### src/rtl/pipe_stage_skid.sv
// Elastic pipeline stage: one main entry plus one skid entry, valid/ready on both sides,
// with stall/flush controls and saturating stall and flush event counters.
module pipe_stage_skid #(
    parameter int DATA_W         = 257,
    parameter bit ZERO_ON_BUBBLE = 1'b1,
    parameter int CNT_W          = 16
) (
    input  logic              clk,
    input  logic              rst,
    input  logic              flush,
    input  logic              stall,
    input  logic              in_valid,
    output logic              in_ready,
    input  logic [DATA_W-1:0] in_data,
    output logic              out_valid,
    input  logic              out_ready,
    output logic [DATA_W-1:0] out_data,
    output logic [1:0]        occupancy,
    output logic [CNT_W-1:0]  stall_cnt,
    output logic [CNT_W-1:0]  flush_cnt
);

    logic              r_main_valid;
    logic              r_skid_valid;
    logic              r_in_ready;
    logic [DATA_W-1:0] r_main_data;
    logic [DATA_W-1:0] r_skid_data;
    logic [CNT_W-1:0]  r_stall_cnt;
    logic [CNT_W-1:0]  r_flush_cnt;

    logic              w_out_valid;
    logic              w_transfer;
    logic              w_accept;
    logic              w_stall_evt;
    logic              w_main_valid_nxt;
    logic              w_skid_valid_nxt;
    logic [DATA_W-1:0] w_main_data_nxt;
    logic [DATA_W-1:0] w_skid_data_nxt;

    assign w_out_valid = r_main_valid & ~stall;
    assign w_transfer  = w_out_valid & out_ready;
    assign w_accept    = in_valid & r_in_ready;
    assign w_stall_evt = r_main_valid & (stall | ~out_ready) & ~flush;

    always_comb begin
        w_main_valid_nxt = r_main_valid;
        w_skid_valid_nxt = r_skid_valid;
        w_main_data_nxt  = r_main_data;
        w_skid_data_nxt  = r_skid_data;
        if (flush) begin
            // A beat accepted this cycle is dropped along with the held ones.
            w_main_valid_nxt = 1'b0;
            w_skid_valid_nxt = 1'b0;
            if (ZERO_ON_BUBBLE) begin
                w_main_data_nxt = '0;
                w_skid_data_nxt = '0;
            end
        end else if (w_transfer) begin
            if (r_skid_valid) begin
                w_main_data_nxt  = r_skid_data;
                w_skid_valid_nxt = 1'b0;
            end else if (w_accept) begin
                w_main_data_nxt = in_data;
            end else begin
                w_main_valid_nxt = 1'b0;
            end
        end else if (w_accept) begin
            if (r_main_valid) begin
                w_skid_data_nxt  = in_data;
                w_skid_valid_nxt = 1'b1;
            end else begin
                w_main_data_nxt  = in_data;
                w_main_valid_nxt = 1'b1;
            end
        end
    end

    always_ff @(posedge clk) begin
        if (rst) begin
            r_main_valid <= 1'b0;
            r_skid_valid <= 1'b0;
            r_in_ready   <= 1'b1;
            r_main_data  <= '0;
            r_skid_data  <= '0;
            r_stall_cnt  <= '0;
            r_flush_cnt  <= '0;
        end else begin
            r_main_valid <= w_main_valid_nxt;
            r_skid_valid <= w_skid_valid_nxt;
            r_in_ready   <= ~w_skid_valid_nxt;
            r_main_data  <= w_main_data_nxt;
            r_skid_data  <= w_skid_data_nxt;
            if (w_stall_evt && (r_stall_cnt != {CNT_W{1'b1}}))
                r_stall_cnt <= r_stall_cnt + 1'b1;
            if (flush && (r_flush_cnt != {CNT_W{1'b1}}))
                r_flush_cnt <= r_flush_cnt + 1'b1;
        end
    end

    assign in_ready  = r_in_ready;
    assign out_valid = w_out_valid;
    assign out_data  = r_main_data;
    assign occupancy = {1'b0, r_main_valid} + {1'b0, r_skid_valid};
    assign stall_cnt = r_stall_cnt;
    assign flush_cnt = r_flush_cnt;

endmodule

### config.mk
export PLATFORM = sky130hd
export DESIGN_NAME = pipe_stage_skid
export DESIGN_NICKNAME = d
export VERILOG_FILES = /design/src/rtl/pipe_stage_skid.sv
export SDC_FILE = /design/constraint.sdc
export NUM_CORES = 1
export LEC_CHECK = 0
export BUFFER_PORTS_ARGS = -buffer_cell sky130_fd_sc_hd__buf_2
export CORE_MARGIN = 2
export CORE_UTILIZATION = 40
export CTS_CLUSTER_DIAMETER = 30
export CTS_CLUSTER_SIZE = 10
export DETAILED_ROUTE_END_ITERATION = 8
export PLACE_DENSITY = 0.73
export SYNTH_ARGS = -nofsm -noshare
export SYNTH_HDL_FRONTEND = slang
export SYNTH_SLANG_ARGS = --single-unit
### constraint.sdc
create_clock -name clk -period 2.8 [get_ports clk]
set_input_delay 0.14 -clock clk [delete_from_list [all_inputs] [get_ports clk]]
set_output_delay 0.14 -clock clk [all_outputs]
set_load 0.005 [all_outputs]
# Word-level counts from Yosys, hierarchy flattened

Index checks and enable logic that the tools add are counted.

Flip-flop bits (word level): 549
Input port bits: 263
Output and inout bits: 293
Logic and storage cells: 47

$add $sub $neg: 3
Eq/ne operators: 5
Muxes and demuxes: 13
Bitwise operators: 11
Reduce and logical (&&, ||, !) cells: 8

Operator list:

| operator                | count |
|---|---|
| $mux W257               | 5 |
| $add A16 B1 Y16 const B | 2 |
| $ne A16 B16 Y1 const B  | 2 |
| $reduce_and A3 Y1       | 3 |
| $mux W1                 | 8 |
| $and A1 B1 Y1           | 5 |
| $not A1 Y1              | 5 |
| $ne A2 B2 Y1 const B    | 2 |
| $reduce_bool A2 Y1      | 2 |
| $add A1 B1 Y2           | 1 |
| $logic_and A1 B1 Y1     | 2 |
| $ne A2 B1 Y1 const B    | 1 |
| $reduce_or A2 Y1        | 1 |
| $or A1 B1 Y1            | 1 |

# Depth between registers and ports, before layout

Word-level depth: 6
Gate-level depth with buffers: 10
Mapped depth without buffers: 7

# Worst setup path before layout

No wires, ideal clock.

Kind: reg2reg
From: reg r_main_valid
To: reg r_main_data[199], in the netlist out_data[199]
Setup time: 0.133 ns
Arrival time: 1.787 ns
Data required time: 2.667 ns
Path slack: 0.880 ns
Stages on the path, launching flop included: 10
Path buffers: 3
Period minus slack after synthesis: 1.920 ns
Path through: dfxtp_1 > inv_2 > nor2_1 > nand2_1 > ha_1 > a211oi_1 > buf_2 > clkbuf_1 > buf_2 > a311oi_1

Cells in the longest elaborated chain, start to end: 4
Elaborated cells between the ends (all ways): 6
Classes of those cells: eq/ne (1); mux (1); bitwise (2); reduce/logical (2)

Ends and longest elaborated chain:

| element                                                                    | RTL line | RTL |
|---|---|---|
| from (decl)                                                                | 23       | `logic r_main_valid;` |
| from (signal assigned)                                                     | 88       | `r_main_valid <= w_main_valid_nxt;` |
| $and A1 B1 Y1 *                                                            | 40       | `assign w_out_valid = r_main_valid & ~stall;` |
| net out_valid                                                              | 15       | `output logic out_valid,` |
| $and A1 B1 Y1 *                                                            | 41       | `assign w_transfer = w_out_valid & out_ready;` |
| $ne A2 B1 Y1 (no source line) / $reduce_bool A2 Y1 (equally long branches) | -        |  |
| $reduce_and A3 Y1 (no source line)                                         | -        |  |
| to (signal assigned)                                                       | 91       | `r_main_data <= w_main_data_nxt;` |
| to (decl)                                                                  | 26       | `logic [DATA_W-1:0] r_main_data;` |

The timed path passes the listed nets; every way through them passes the cells marked *.
A chain may end at the register's enable or synchronous reset.

# Final worst setup path

From: reg r_main_valid
To: reg r_main_data[178], in the netlist out_data[178]

Cells in the longest elaborated chain, start to end: 4
Elaborated cells between the ends (all ways): 6
Classes of those cells: eq/ne (1); mux (1); bitwise (2); reduce/logical (2)

Ends and longest elaborated chain:

| element                                                                    | RTL line |
|---|---|
| $and A1 B1 Y1                                                              | 40 |
| $and A1 B1 Y1                                                              | 41 |
| $ne A2 B1 Y1 (no source line) / $reduce_bool A2 Y1 (equally long branches) | - |
| $reduce_and A3 Y1 (no source line)                                         | - |

Parallel ways exist; a longest one is shown, timed or not.

==> impl_metrics.env <==
export IMPL_worstPathArrival_ns=3.01
export IMPL_nets=3761
export IMPL_vdd_drop_max_mv=0.6442
export IMPL_setup_violations=0
export IMPL_grt_pass1_wl_mm=112.0
export IMPL_end_kind="flip-flop"
export IMPL_clk_path_buf_depth=3
export IMPL_num_vias=22523
export IMPL_synthCells=2749
export IMPL_p_sw_mw=5.413
export IMPL_drtPass1Iterations=6
export IMPL_switching_share_pct=23.05
export IMPL_combPwrFrac_pct=7.3
export IMPL_ys_ff_latch=549
export IMPL_pre_cts_ws_ns=0.3799
export IMPL_drive_above_1_share_pct=22.83
export IMPL_status="completed"
export IMPL_cts_htree_levels=3
export IMPL_fill_cells=4321
export IMPL_antenna_found_initial=6
export IMPL_critical_path_max_fanout=81
export IMPL_postCtsResizedCells=0
export IMPL_clk_latency_ns=0.64
export IMPL_pwr_share_clk_pct=58.1
export IMPL_yosys_warnings=0
export IMPL_area_delta_synth_final_pct=45.89
export IMPL_wl_mm=70.99
export IMPL_die_area_um2=55550
export IMPL_fin_setup_tns_ns=0
export IMPL_p_per_area_nw_per_um2=749.8
export IMPL_ys_flop_type="dfxtp_1"
export IMPL_finalWorstSetupSlack_ns=0.3103
export IMPL_layout_commonest_cell="nand2_1"
export IMPL_fmax_mhz=401.7
export IMPL_cap_violations=0
export IMPL_gp_congestion=0.8381
export IMPL_grt_max_degree=119
export IMPL_drcViolationCount=0
export IMPL_internal_power_mw=18.07
export IMPL_start_kind="flip-flop"
export IMPL_layout_common_cells="1042 x nand2_1, 555 x buf_2, 549 x dfxtp_1, 295 x nor2_1, 262 x dlygate4sd3_1"
export IMPL_slew_headroom_pct=55.74
export IMPL_num_rows=84
export IMPL_coreArea_um2=52870
export IMPL_tightestPinTransition_ns=0.6639
export IMPL_clockRootBuffer="clkbuf_16"
export IMPL_grtUsageTotal_pct=24.39
export IMPL_seq_power_share_pct=34.7
export IMPL_drv_slew=0
export IMPL_skew_ns=0.01934
export IMPL_io_pins=556
export IMPL_hpwl_mm=41.05
export IMPL_drtAntennaViolNets=0
export IMPL_initial_core_util_pct=40.61
export IMPL_place_area_um2=24750
export IMPL_synth_edf_count=0
export IMPL_die_y_um=235.7
export IMPL_clk_pin_slew_ns=0.05
export IMPL_postSynthAreaPerCell_um2=7.810
export IMPL_wl_per_cell_um=16.59
export IMPL_synthesis_area_um2=21470
export IMPL_critPathKind="reg -> reg"
export IMPL_synthArstFlopShare_pct=0
export IMPL_cp_required_ns=3.32
export IMPL_cts_tree="built"
export IMPL_p_leak_nw=12.70
export IMPL_timing_hold_violations_final=0
export IMPL_die_x_um=235.7
export IMPL_ys_seq_area_share_pct=51.19
export IMPL_syn_nets=3017
export IMPL_cts_sinks=549
export IMPL_fin_hold_ws_ns=0.3046
export IMPL_detail_route_vias_per_cell=5.264
export IMPL_rsz0062_at_grt="false"
export IMPL_layout_min_cycle_time_ns=2.490
export IMPL_yosysUniqueCellTypes=43
export IMPL_worstHoldPathType="in -> reg"
export IMPL_grt_ovfl_total=0
export IMPL_final_cell_area_um2=31320
export IMPL_post_route_period_util_pct=88.92
export IMPL_drt_iter0_markers=1807
export IMPL_port_buffers=555
export IMPL_grt_pass1_vias=21482
export IMPL_cts_made_buffers=108
[power by group through the flow]
stage	registers (mW)	clock network (mW)	logic, mW
global route	8.15	14.2	1.86
floorplan	8.27	0	0.731
detailed placement	8.28	0	1.37
finish	8.14	13.6	1.71
global placement	8.28	0	1.35
CTS	8.14	13.8	1.67
[sequential cells by signal (all words and copies together) (netlist names)]
| name | count |
|---|---|
| r_main_valid | 1 |
| out_data | 257 |
| r_skid_data | 257 |
| stall_cnt | 16 |
| flush_cnt | 16 |
| r_skid_valid | 1 |
| in_ready | 1 |
[area by class of cell]
class | instances | area (um2) | share of cell area (%)
Antenna cell | 4 | 10.01 | 0.03196
Clock buffer | 140 | 3064 | 9.783
Clock inverter | 64 | 878.3 | 2.804
Inverter | 4 | 15.01 | 0.04793
Multi-Input combinational cell | 1960 | 9443 | 30.15
Sequential cell | 549 | 10990 | 35.09
Tap cell | 688 | 860.8 | 2.748
Timing Repair Buffer | 870 | 6061 | 19.35
[stage by stage]
| step | utilization (%) | total power [mW] | std cells |
|---|---|---|---|
| global route | 59.25 | 24.22 | 4279 |
| floorplan | - | 9.006 | 2749 |
| detailed placement | 46.81 | 9.648 | 3809 |
| finish | 59.25 | 23.48 | 4279 |
| CTS | 59.23 | 23.56 | 4275 |
| global placement | 46.81 | 9.628 | 3809 |
[repair_timing]
action | 4_1_cts | 5_1_grt
hold buffers | 262 | 0
endpoints found under the hold margin | 546 | 0
setup buffers | 0 | 0
[worst paths after layout]
kind	slack, ns	start	to	depth (start not counted)
min	0.30	in_data[203]	r_skid_data[203]	4
max	0.31	r_main_valid	out_data[178]	9
min reg2reg	0.45	r_skid_data[140]	r_skid_data[140]	2
max reg2reg	0.31	r_main_valid	out_data[178]	9
[Yosys cell counts, types with 2 or more instances]
master    count  area, um2
nand2_1    1042       3911
dfxtp_1     549      10990
nor2_1      295       1107
a21oi_1     261       1306
a311oi_1    257       2251
buf_2       129      645.6
clkbuf_1     90      337.8
xnor2_1      21      183.9
buf_1        12      45.04
nor3_1       11      55.05
nand3_1      10      50.05
nand4_1      10      62.56
xor2_1        6      52.55
and4_1        5      43.79
ha_1          5      62.56
and3_1        4      25.02
nand2b_1      4      25.02
nor4_1        4      25.02
buf_4         3      22.52
inv_1         3      11.26
nor4_2        3      37.54
a31oi_1       2      12.51
mux2i_1       2      20.02
nor3b_1       2      15.01
[metal layers]
layer	global-route usage, %	vias to the layer above	part of all wire, %
li1	-	10793	-
met1	27.93	10439	38
met2	41.18	1030	49
met3	6.590	257	7.6
met4	13.72	4	5.2
met5	0	-	0.038
[kinds of logic (layout without fill, tap and decap cells)]
family	Yosys count	after routing	share of synthesized area, %
AND/OR/NAND/NOR	1402	1402	25.52
adder cells (fa/ha/maj)	5	5	0.2914
AO/OA/AOI/OAI	524	524	16.76
buffers and inverters	240	1078	5.041
flip-flops	549	549	51.19
XOR/XNOR	27	27	1.101
multiplexers	2	2	0.09324
other	0	4	0
[critical path, stage by stage (launching register included)]
cell and delay, ns:
dfxtp_1 0.46, inv_2 0.15, nor2_1 0.17, nand2_1 0.11, ha_1 0.22, a211oi_4 0.27, buf_12 0.24, buf_12 0.31
nor2_1 0.11, a311oi_1 0.31
(Power assumes the default switching activity.)
